## src/rtl/hazard_ctrl.sv

```systemverilog
// -----------------------------------------------------------------------------
// hazard_ctrl - pipeline sequencing controller for the 5-stage core.
//
// Decodes the instruction sitting in ID, compares its source registers against
// a 3-entry scoreboard of in-flight destinations (EX, MEM, WB) and produces the
// hold / bubble / flush controls for IF, IF/ID and ID/EX. Also sequences HALT:
// RUN -> DRAIN (wait for in-flight writers to retire) -> HALTED.
//
// Build option: define HAZARD_FWD_EN when the datapath has EX/MEM forwarding.
// Only a load in EX (load-use) then stalls. Undefined: any valid EX/MEM/WB
// destination match stalls.
//
// Ports:
//   clk               in   core clock
//   reset             in   synchronous, active-low reset
//   inst_f_if         in   instruction in IF/ID (decoded in ID this cycle)
//   inst_valid_f_if   in   inst_f_if is a real instruction
//   branch_taken_f_ex in   branch/JR in EX resolved taken this cycle
//   pc_hold_2_if      out  PC does not advance
//   ifid_hold_2_if    out  IF/ID keeps its contents
//   flush_2_if        out  IF/ID loads a bubble
//   bubble_2_ex       out  ID/EX loads NOP control
//   halted            out  core halted, pipeline empty
//   stall_cnt         out  saturating count of RAW stall cycles
// -----------------------------------------------------------------------------
module hazard_ctrl #(
   parameter int CNT_W  = 16,
   parameter int NREG_W = 5
) (
   input  logic             clk,
   input  logic             reset,
   input  logic [31:0]      inst_f_if,
   input  logic             inst_valid_f_if,
   input  logic             branch_taken_f_ex,
   output logic             pc_hold_2_if,
   output logic             ifid_hold_2_if,
   output logic             flush_2_if,
   output logic             bubble_2_ex,
   output logic             halted,
   output logic [CNT_W-1:0] stall_cnt
);

   typedef enum logic [1:0] {RUN = 2'd0, DRAIN = 2'd1, HALTED = 2'd2} state_t;

   typedef struct packed {
      logic              vld;
      logic [NREG_W-1:0] dst;
      logic              ld;
   } sb_t;

   state_t     state_q, state_d;
   sb_t        ex_q, mem_q, wb_q;
   sb_t        ex_d, mem_d, wb_d;
   logic [CNT_W-1:0] cnt_q, cnt_d;

   logic [5:0]        op;
   logic [NREG_W-1:0] rs, rt, rd, dst;
   logic              use_rs, use_rt, has_dst, is_ld, is_halt;
   logic              rs_v, rt_v, dst_v;
   logic              raw_hit, stall, issue, in_run;

   logic unused_inst_bits;
   assign unused_inst_bits = ^inst_f_if[10:0];

   function automatic logic [CNT_W-1:0] sat_inc(input logic [CNT_W-1:0] v);
      return (&v) ? v : v + 1'b1;
   endfunction

   function automatic logic src_hit(input sb_t e, input logic [NREG_W-1:0] a,
                                    input logic av, input logic [NREG_W-1:0] b,
                                    input logic bv);
      return e.vld & ((av & (e.dst == a)) | (bv & (e.dst == b)));
   endfunction

   // Instruction decode
   always_comb begin
      op      = inst_f_if[31:26];
      rs      = inst_f_if[21 +: NREG_W];
      rt      = inst_f_if[16 +: NREG_W];
      rd      = inst_f_if[11 +: NREG_W];
      use_rs  = 1'b0;
      use_rt  = 1'b0;
      has_dst = 1'b0;
      dst     = '0;
      is_ld   = 1'b0;
      is_halt = 1'b0;
      if (op <= 6'h0B) begin
         // ALU: even = R-type (rs,rt -> rd), odd = I-type (rs -> rt)
         use_rs  = 1'b1;
         use_rt  = ~op[0];
         has_dst = 1'b1;
         dst     = op[0] ? rt : rd;
      end else begin
         case (op)
            6'h0C: begin use_rs = 1'b1; has_dst = 1'b1; dst = rt; is_ld = 1'b1; end
            6'h0D: begin use_rs = 1'b1; use_rt = 1'b1; end
            6'h0E: use_rs = 1'b1;
            6'h0F: begin use_rs = 1'b1; use_rt = 1'b1; end
            6'h10: use_rs = 1'b1;
            6'h11: is_halt = 1'b1;
            default: ;
         endcase
      end
      // r0 never creates or consumes a dependency
      rs_v  = use_rs & (rs != '0);
      rt_v  = use_rt & (rt != '0);
      dst_v = has_dst & (dst != '0);
   end

`ifdef HAZARD_FWD_EN
   logic unused_fwd_q;
   assign unused_fwd_q = ^{wb_q, mem_q.dst, mem_q.ld};
   // Forwarding covers everything except a load result still in EX.
   assign raw_hit = ex_q.ld & src_hit(ex_q, rs, rs_v, rt, rt_v);
`else
   // No forwarding: a WB write is not visible to the same-cycle ID read,
   // so all three stages are inside the window.
   assign raw_hit = src_hit(ex_q, rs, rs_v, rt, rt_v)
                  | src_hit(mem_q, rs, rs_v, rt, rt_v)
                  | src_hit(wb_q, rs, rs_v, rt, rt_v);
`endif

   // Next-state and outputs
   always_comb begin
      in_run = (state_q == RUN);
      stall  = inst_valid_f_if & in_run & raw_hit & ~branch_taken_f_ex;
      issue  = inst_valid_f_if & ~stall & ~branch_taken_f_ex & in_run;

      ex_d     = '0;
      ex_d.vld = issue & dst_v;
      ex_d.dst = ex_d.vld ? dst : '0;
      ex_d.ld  = ex_d.vld & is_ld;
      mem_d    = ex_q;
      wb_d     = mem_q;

      cnt_d   = stall ? sat_inc(cnt_q) : cnt_q;

      state_d = state_q;
      case (state_q)
         RUN:    if (issue & is_halt) state_d = DRAIN;
         // Nothing issues in DRAIN, so once EX and MEM are empty the
         // scoreboard is empty after this edge: WB retires now.
         DRAIN:  if (~ex_q.vld & ~mem_q.vld) state_d = HALTED;
         HALTED: state_d = HALTED;
         default: state_d = RUN;
      endcase

      pc_hold_2_if   = stall | ~in_run;
      ifid_hold_2_if = stall | ~in_run;
      flush_2_if     = branch_taken_f_ex;
      bubble_2_ex    = stall | branch_taken_f_ex | ~in_run;
      halted         = (state_q == HALTED);
      stall_cnt      = cnt_q;
   end

   // Stage boundary: scoreboard shift, FSM and counter registers
   always_ff @(posedge clk) begin
      if (!reset) begin
         state_q   <= RUN;
         ex_q.vld  <= 1'b0;
         mem_q.vld <= 1'b0;
         wb_q.vld  <= 1'b0;
         cnt_q     <= '0;
      end else begin
         state_q <= state_d;
         ex_q    <= ex_d;
         mem_q   <= mem_d;
         wb_q    <= wb_d;
         cnt_q   <= cnt_d;
      end
   end

endmodule

```

## config.mk

```make
export PLATFORM = sky130hd
export DESIGN_NAME = hazard_ctrl
export DESIGN_NICKNAME = d
export VERILOG_FILES = /design/src/rtl/hazard_ctrl.sv
export SDC_FILE = /design/constraint.sdc
export NUM_CORES = 1
export LEC_CHECK = 0
export CORE_AREA = 2 2 77 79
export CTS_CLUSTER_DIAMETER = 80
export DETAILED_ROUTE_END_ITERATION = 8
export DIE_AREA = 0 0 79 81
export PLACE_DENSITY = 0.78
export REMOVE_ABC_BUFFERS = 1
export SLEW_MARGIN = 20
export SYNTH_ARGS = -nofsm -noshare
export SYNTH_HDL_FRONTEND = slang
export SYNTH_SLANG_ARGS = --single-unit
```

## constraint.sdc

```tcl
create_clock -name clk -period 2.6 [get_ports clk]
set_input_delay 0.26 -clock clk [delete_from_list [all_inputs] [get_ports clk]]
set_output_delay 0.26 -clock clk [all_outputs]
set_load 0.1 [all_outputs]
```

==> summary.md, run 1 <==
| Metric | Value |
|---|---|
| Status | `complete, no violations` |
| Leakage power | `0.00125 µW` |
| Vias in the first global route | `1986` |
| Routed len/inst | `15.0 µm` |
| Share of layout cells above drive strength 1 | `26.1%` |
| H-Tree Depth | `2` |
| Core area | `5680 µm²` |
| P&R area growth vs syn | `45.7%` |
| Mean Syn Cell Area | `9.26 µm²` |
| Hold Path End | `stall_cnt[5]` |
| Post-synth EDFFs | `15` |
| N_diodes | `0` |
| Worst skew pair latency | `0.28 ns` |
| Worst-Margin Slew | `0.532 ns` |
| Vias | `1971` |
| Worst hold path cell count | `2` |
| Reg clk slew, reported paths | `0.07 ns` |
| Antenna violations before repair | `0` |
| Power per Cell Area | `440 nW/µm²` |
| Die H | `81 µm` |
| Tot Pwr | `1370 µW` |
| Total gr overflow | `0` |
| CTS max path bufs | `2` |
| Crit-path max cell delay | `0.48 ns` |
| CTS sink cnt | `36` |
| Worst-path fanout max | `5` |
| CP startpoint | `inst_f_if[23]` |
| Total of max-cap violations | `0` |
| Max rail drop VDD | `317 µV` |
| Hold Crit Class | `reg2reg` |
| Number of synthesized register bits | `36` |
| Hold Fails Final Rpt | `0` |
| Top Ports | `57` |
| # setup viols final | `0` |
| Share of the yosys chip area belonging to registers | `40.7%` |
| Vias per cell | `5.12` |
| Top_reg_cell synth | `dfxtp_1` |
| Gp weighted congestion | `0.831` |
| Hold_buf cts | `0` |
| CTS buffer count | `5` |
| Worst-case reg-to-reg path depth | `10` |
| Relative slew slack | `64.5%` |
| Routed Wire Length | `5790 µm` |
| Post-route DRC | `0` |
| Synth cell types | `43` |
| Port Buffers | `45` |
| Ys async rst share | `0%` |
| CP Cell Sequence | `dlygate4sd2_1 > or4_1 > o211ai_1 > buf_4 > buf_6 > nor4_4 > o21ai_2 > nand3_2 > buf_4 > buf_4 > a221o_1 > nor2_1` |
| Hold slack | `0.503 ns` |
| Critical-path top delay cell | `or4_1` |
| Warnings, synthesis | `0` |
| Starting density of the core | `37.7%` |
| Fin nets | `350` |
| Final setup TNS | `0 ns` |
| Mapped Area | `2140 µm²` |
| Mapped Cells | `231` |
| Worst R2R End | `stall_cnt[6]` |
| Fin crit period | `2.51 ns` |
| Highest clock rate | `0.399 GHz` |
| Final Cycle Share | `96.4%` |
| Root buffer cell | `clkbuf_8` |
| CP Launch Type | `input port` |
| DR pass1 iterations | `4` |
| CP endpoint kind | `register` |
| CTS tree | `done` |
| Worst path most repeated cell | `buf_4` |
| Worst Clk Skew | `0.00635 ns` |
| Critical setup path kind | `in2reg` |
| Die area | `6400 µm²` |
| Overall Global Routing Usage | `17.9%` |
| Row cnt | `28` |
| DRT antenna net count | `0` |
| Worst reg2reg startpoint | `wb_q[2]` |
| First-pass GRT wire length | `9000 µm` |
| Largest net degree at the start of global routing | `20` |
| Detailed Place HPWL | `4040 µm` |
| # fillers | `501` |
| Worst EP arrival | `2.65 ns` |
| Drt initial violations | `122` |
| Min-delay src | `stall_cnt[5]` |
| Pins Over Slew Limit | `0` |
| R2r setup slk | `0.26 ns` |
| Required time of the critical path | `2.75 ns` |
| Die extent in x | `79 µm` |
logic make-up (layout without fill, tap and decap cells):
kind of cell / after synthesis / in the layout / synth area share, %
AO/OA/AOI/OAI: 31 / 31 / 10.9
adder cells (fa/ha/maj): 5 / 5 / 2.92
AND/OR/NAND/NOR: 102 / 102 / 24.3
multiplexers: 11 / 11 / 5.15
flip-flops: 36 / 36 / 40.7
buffers and inverters: 15 / 94 / 3.33
XOR/XNOR: 31 / 31 / 12.7
state kept, by name (all words and copies together) (netlist names):
register / count
state_q: 2
ex_q: 6
mem_q: 6
stall_cnt: 16
wb_q: 6
Yosys cell counts, drive strengths merged (2+ instances only):
| library cell | n | area share, % |
|---|---|---|
| a21oi | 3 | 0.70 |
| a22oi | 5 | 1.8 |
| and2 | 4 | 1.2 |
| and4 | 2 | 0.82 |
| buf | 3 | 1.2 |
| clkbuf | 4 | 0.70 |
| dfxtp | 21 | 20 |
| edfxtp | 15 | 21 |
| ha | 5 | 2.9 |
| inv | 8 | 1.4 |
| mux2i | 11 | 5.1 |
| nand2 | 25 | 4.4 |
| nand2b | 7 | 2.0 |
| nand3 | 15 | 3.5 |
| nand3b | 3 | 1.1 |
| nand4 | 4 | 1.2 |
| nor2 | 21 | 3.7 |
| nor3 | 2 | 0.47 |
| nor3b | 2 | 0.70 |
| nor4 | 9 | 2.6 |
| o211ai | 3 | 1.3 |
| o21ai | 8 | 1.9 |
| o21bai | 3 | 1.1 |
| or3 | 2 | 0.58 |
| or4 | 3 | 1.1 |
| xnor2 | 24 | 9.8 |
| xor2 | 7 | 2.9 |
stage by stage:
| stage | cell area, µm² | worst slack [ns] | utilization, % | std cells |
|---|---|---|---|---|
| global route | 3120 | -0.0490 | 54.9 | 385 |
| detailed placement | 2810 | -0.262 | 49.5 | 368 |
| floorplan | 2100 | -0.275 | - | 224 |
| CTS | 2940 | 0.0156 | 51.9 | 379 |
| global placement | 2810 | -0.194 | 49.5 | 368 |
| finish | 3120 | 0.0928 | 54.9 | 385 |
report_power, final:
part,leakage (µW),switching (µW),internal [µW]
combinational,0.000889,217,155
sequential,0.000319,15.0,606
clock,0.0000422,191,188
total,0.00125,423,948
what timing repair did:
action	in CTS	in global routing
gates resized for setup	12	27
setup buffers	3	6
setup endpoints to repair	3	22
pin swaps	14	13
worst max-delay path: cells and delay by family:
kind | cells | cell delay (ns)
AO/OA/AOI/OAI | 3 | 0.82
buffers and inverters | 5 | 0.81
AND/OR/NAND/NOR | 4 | 0.77
worst max path at each step:
stage	endpoint	slack, ns	cells after the start
global route	bubble_2_ex	-0.05	11
finish	ex_q[5]	0.09	12
CTS	stall_cnt[6]	0.02	10
floorplan	ifid_hold_2_if	-0.28	7
global placement	pc_hold_2_if	-0.19	9
detailed placement	ex_q[5]	-0.26	8
layout by cell type (no fill, tap or decap), types with 5 or more instances in the layout:
master           synthesis  routed
xnor2_1                 24      24
a22oi_1                  5       5
clkdlybuf4s50_1          0      11
nor2_1                  21      21
inv_1                    8       8
mux2i_1                 11      11
o21ai_0                  5       5
buf_4                    2      48
dfxtp_1                 21      21
nand3_1                 15      14
xor2_1                   7       7
nand2_1                 25      23
edfxtp_1                15      15
nand2b_1                 7       7
ha_1                     5       5
dlymetal6s2s_1           0       8
clkbuf_8                 0       5
nor4_4                   0       5
area by class of cell:
class                   count  area [µm²]  share of cell area (%)
clock buffers               7        76.3                    2.45
multi-input cells         180        1330                    42.7
inverters                   8        30.0                   0.963
clock inverters             1        5.00                   0.161
well taps                  75        93.8                    3.01
flip-flops and latches     36         871                    27.9
repair buffers             78         709                    22.8
per-layer routing:
metal / track usage (%) / routed length, µm / part of all wire [%]
met5: 0 / 0 / 0
met1: 21.6 / 2510 / 43
met4: 7.24 / 150 / 2.6
met3: 4.00 / 235 / 4.1
met2: 31.1 / 2900 / 50
(Power assumes the default switching activity.)
==> run 2: changes to the inputs <==
--- a/config.mk
+++ b/config.mk
@@ -5,10 +5,11 @@
 export SDC_FILE = /design/constraint.sdc
 export NUM_CORES = 1
 export LEC_CHECK = 0
-export CORE_AREA = 2 2 77 79
+export ABC_CLOCK_PERIOD_IN_PS = 2600
+export CORE_AREA = 2 2 69 87
 export CTS_CLUSTER_DIAMETER = 80
 export DETAILED_ROUTE_END_ITERATION = 8
-export DIE_AREA = 0 0 79 81
+export DIE_AREA = 0 0 71 89
 export PLACE_DENSITY = 0.78
 export REMOVE_ABC_BUFFERS = 1
 export SLEW_MARGIN = 20
==> run 2 against run 1 <==
  * Non-clock buffer count unchanged
  * Via count down 0.30%
  * Largest power group unchanged
  * Final cell count down 2.9%
  * Setup slack better by 0.031 ns
  * Hold slack worse by 0.011 ns
  * Combinational power down 3%
  * Largest cell class unchanged
  * Count of clock-buffer cells in the layout down 2
  * Core utilization up 1.6 points
  * Register-to-register slack worse by 0.13 ns
  * Design area down 1.4%
  * Clock skew about the same
  * Sequential power about the same
==> summary.md, run 2 (same netlist as run 1, synthesis figures left out) <==
| Metric | Value |
|---|---|
| Crit-path max cell delay | `0.46 ns (was 0.48 ns)` |
| Hold Fails Final Rpt | `0 (unchanged)` |
| Worst skew pair latency | `0.29 ns (was 0.28 ns)` |
| Hold Path End | `stall_cnt[14] (was stall_cnt[5])` |
| DR pass1 iterations | `4 (unchanged)` |
| Dpl cells | `362 (was 368)` |
| Highest clock rate | `0.404 GHz (was 0.399 GHz)` |
| Relative slew slack | `66.8% (was 64.5%)` |
| Drt initial violations | `78 (was 122)` |
| Largest net degree at the start of global routing | `23 (was 20)` |
| Core area | `5440 µm² (was 5680 µm²)` |
| Critical-path top delay cell | `clkdlybuf4s50_1 (was or4_1)` |
| Unrepaired setup endpoints after global routing | `no` |
| Die H | `89 µm (was 81 µm)` |
| Worst-Margin Slew | `0.497 ns (was 0.532 ns)` |
| Max rail drop VDD | `290 µV (was 317 µV)` |
| Total of max-cap violations | `0 (unchanged)` |
| Status | `complete, no violations (unchanged)` |
| # setup viols final | `0 (unchanged)` |
| Vias per cell | `5.25 (was 5.12)` |
| Root buffer cell | `clkbuf_8 (unchanged)` |
| Worst EP arrival | `2.69 ns (was 2.65 ns)` |
| CTS buffer count | `5 (unchanged)` |
| # fillers | `478 (was 501)` |
| Port Buffers | `45 (unchanged)` |
| Vias | `1965 (was 1971)` |
| Worst-path fanout max | `5 (unchanged)` |
| Register area | `871 µm² (unchanged)` |
| DRT antenna net count | `0 (unchanged)` |
| Fin crit period | `2.48 ns (was 2.51 ns)` |
| Die area | `6320 µm² (was 6400 µm²)` |
| Most frequent cells in the layout | `47 x buf_4, 24 x nand2_1, 23 x xnor2_1, 21 x nor2_1, 21 x dfxtp_1 (was 48 x buf_4, 24 x xnor2_1, 23 x nand2_1, 21 x nor2_1, 21 x dfxtp_1)` |
| Min-delay src | `stall_cnt[14] (was stall_cnt[5])` |
| Leakage power | `0.00126 µW (was 0.00125 µW)` |
| Share of layout cells above drive strength 1 | `26.5% (was 26.1%)` |
| Row cnt | `30 (was 28)` |
| First-pass GRT wire length | `8830 µm (was 9000 µm)` |
| CP endpoint kind | `register (unchanged)` |
| Flip-flop count of the largest register after layout | `16 (unchanged)` |
| Worst hold path cell count | `2 (unchanged)` |
| Final Cycle Share | `95.2% (was 96.4%)` |
| Post-route DRC | `0 (unchanged)` |
| Area of the multi-input gates | `1300 µm² (was 1330 µm²)` |
| Routed Wire Length | `5460 µm (was 5790 µm)` |
| Worst path most repeated cell | `buf_4 (unchanged)` |
| Vias in the first global route | `1983 (was 1986)` |
| Worst-case reg-to-reg path depth | `10 (unchanged)` |
| Hold Crit Class | `reg2reg (unchanged)` |
| Top Ports | `57 (unchanged)` |
| Gp weighted congestion | `0.822 (was 0.831)` |
| Routed len/inst | `14.6 µm (was 15.0 µm)` |
| Worst reg2reg startpoint | `wb_q[1] (was wb_q[2])` |
| Placed instance area | `2830 µm² (was 2810 µm²)` |
| Power per Cell Area | `443 nW/µm² (was 440 nW/µm²)` |
| Die extent in x | `71 µm (was 79 µm)` |
| Pins Over Slew Limit | `0 (unchanged)` |
| Total gr overflow | `0 (unchanged)` |
| Worst R2R End | `stall_cnt[4] (was stall_cnt[6])` |
| Antenna violations before repair | `0 (unchanged)` |
| Required time of the critical path | `2.82 ns (was 2.75 ns)` |
| Final setup TNS | `0 ns (unchanged)` |
| R2r setup slk | `0.13 ns (was 0.26 ns)` |
| CTS tree | `done (unchanged)` |
| Commonest non-fill, non-tap cell in the layout | `buf_4 (unchanged)` |
| CP Launch Type | `input port (unchanged)` |
| N_diodes | `0 (unchanged)` |
| Overall Global Routing Usage | `17.8% (was 17.9%)` |
| P&R area growth vs syn | `43.7% (was 45.7%)` |
| Starting density of the core | `39.3% (was 37.7%)` |
| Reg clk slew, reported paths | `0.07 ns (about the same)` |
| Core Util, Final | `56.5% (was 54.9%)` |
| CP Cell Sequence | `clkdlybuf4s50_1 > or2_2 > nor4_2 > o21ai_1 > buf_4 > buf_4 > a311o_2 > buf_6 > nor4_4 > o21bai_1 (was dlygate4sd2_1 > or4_1 > o211ai_1 > buf_4 > buf_6 > nor4_4 > o21ai_2 > nand3_2 > buf_4 > buf_4 > a221o_1 > nor2_1)` |
| CTS max path bufs | `2 (unchanged)` |
| Hold_buf cts | `0 (unchanged)` |
| Worst Clk Skew | `0.00644 ns (was 0.00635 ns)` |
| Critical setup path kind | `in2reg (unchanged)` |
| Design area | `3070 µm² (was 3120 µm²)` |
| Detailed Place HPWL | `4070 µm (was 4040 µm)` |
| Fin nets | `350 (unchanged)` |
| Non-Filler Instances | `374 (was 385)` |
| H-Tree Depth | `2 (unchanged)` |
| CTS sink cnt | `36 (unchanged)` |
[run 2: worst max-delay path: cells and delay by family]
family / cells / cell delay [ns]
AO/OA/AOI/OAI: 3 / 0.70
AND/OR/NAND/NOR: 3 / 0.83
buffers and inverters: 4 / 0.91
[run 2: stage by stage]
step	total power, µW	hold slack [ns]	setup slack, ns
global placement	977	0.474	-0.225
detailed placement	983	0.479	-0.286
floorplan	813	0.372	-0.275
CTS	1360	0.494	0.00968
global route	1420	0.524	0.0152
finish	1360	0.491	0.124
[run 2: final cells by class]
| class | instances | share of cell area, % |
|---|---|---|
| inverters | 8 | 0.977 |
| clock buffers | 5 | 2.24 |
| flip-flops and latches | 36 | 28.3 |
| repair buffers | 78 | 23.2 |
| clock inverters | 3 | 0.448 |
| multi-input cells | 180 | 42.2 |
| well taps | 64 | 2.60 |
[run 2: how the worst max path moves through the flow]
stage                     depth (start not counted)     startpoint  slack (ns)        endpoint
after floorplan                                   7  inst_f_if[28]       -0.28  ifid_hold_2_if
after global placement                           10  inst_f_if[28]       -0.22    stall_cnt[6]
after global routing                             10  inst_f_if[30]        0.02   stall_cnt[15]
final                                            10  inst_f_if[30]        0.12    stall_cnt[4]
after detailed placement                         10  inst_f_if[28]       -0.29    stall_cnt[4]
after CTS                                         9  inst_f_if[24]        0.01     bubble_2_ex
[run 2: repair_timing]
action | CTS | global route
buffers inserted | 3 | 1
pin swaps | 13 | 13
resized for setup | 8 | 29
setup endpoints to repair | 3 | 22
[run 2: metal layers]
| metal | GRT usage, % | share of wire, % | vias to the layer above |
|---|---|---|---|
| met4 | 6.00 | 2.0 | 0 |
| met1 | 20.1 | 40 | 925 |
| met5 | 0 | 0 | - |
| met3 | 3.16 | 3.9 | 12 |
| met2 | 33.9 | 54 | 49 |
| li1 | - | - | 979 |
[run 2: report_power, final]
group / internal, µW / total [µW] / switching [µW]
registers: 605 / 620 / 14.9
clock network: 182 / 383 / 201
logic: 154 / 359 / 205
==> run 3: changes to the inputs <==
--- a/config.mk
+++ b/config.mk
@@ -8,6 +8,7 @@
 export ABC_CLOCK_PERIOD_IN_PS = 2600
 export CORE_AREA = 2 2 69 87
 export CTS_CLUSTER_DIAMETER = 80
+export CTS_CLUSTER_SIZE = 12
 export DETAILED_ROUTE_END_ITERATION = 8
 export DIE_AREA = 0 0 71 89
 export PLACE_DENSITY = 0.78
==> results of run 3 <==
Final layout, timing and power as in run 2 (identical DEF).
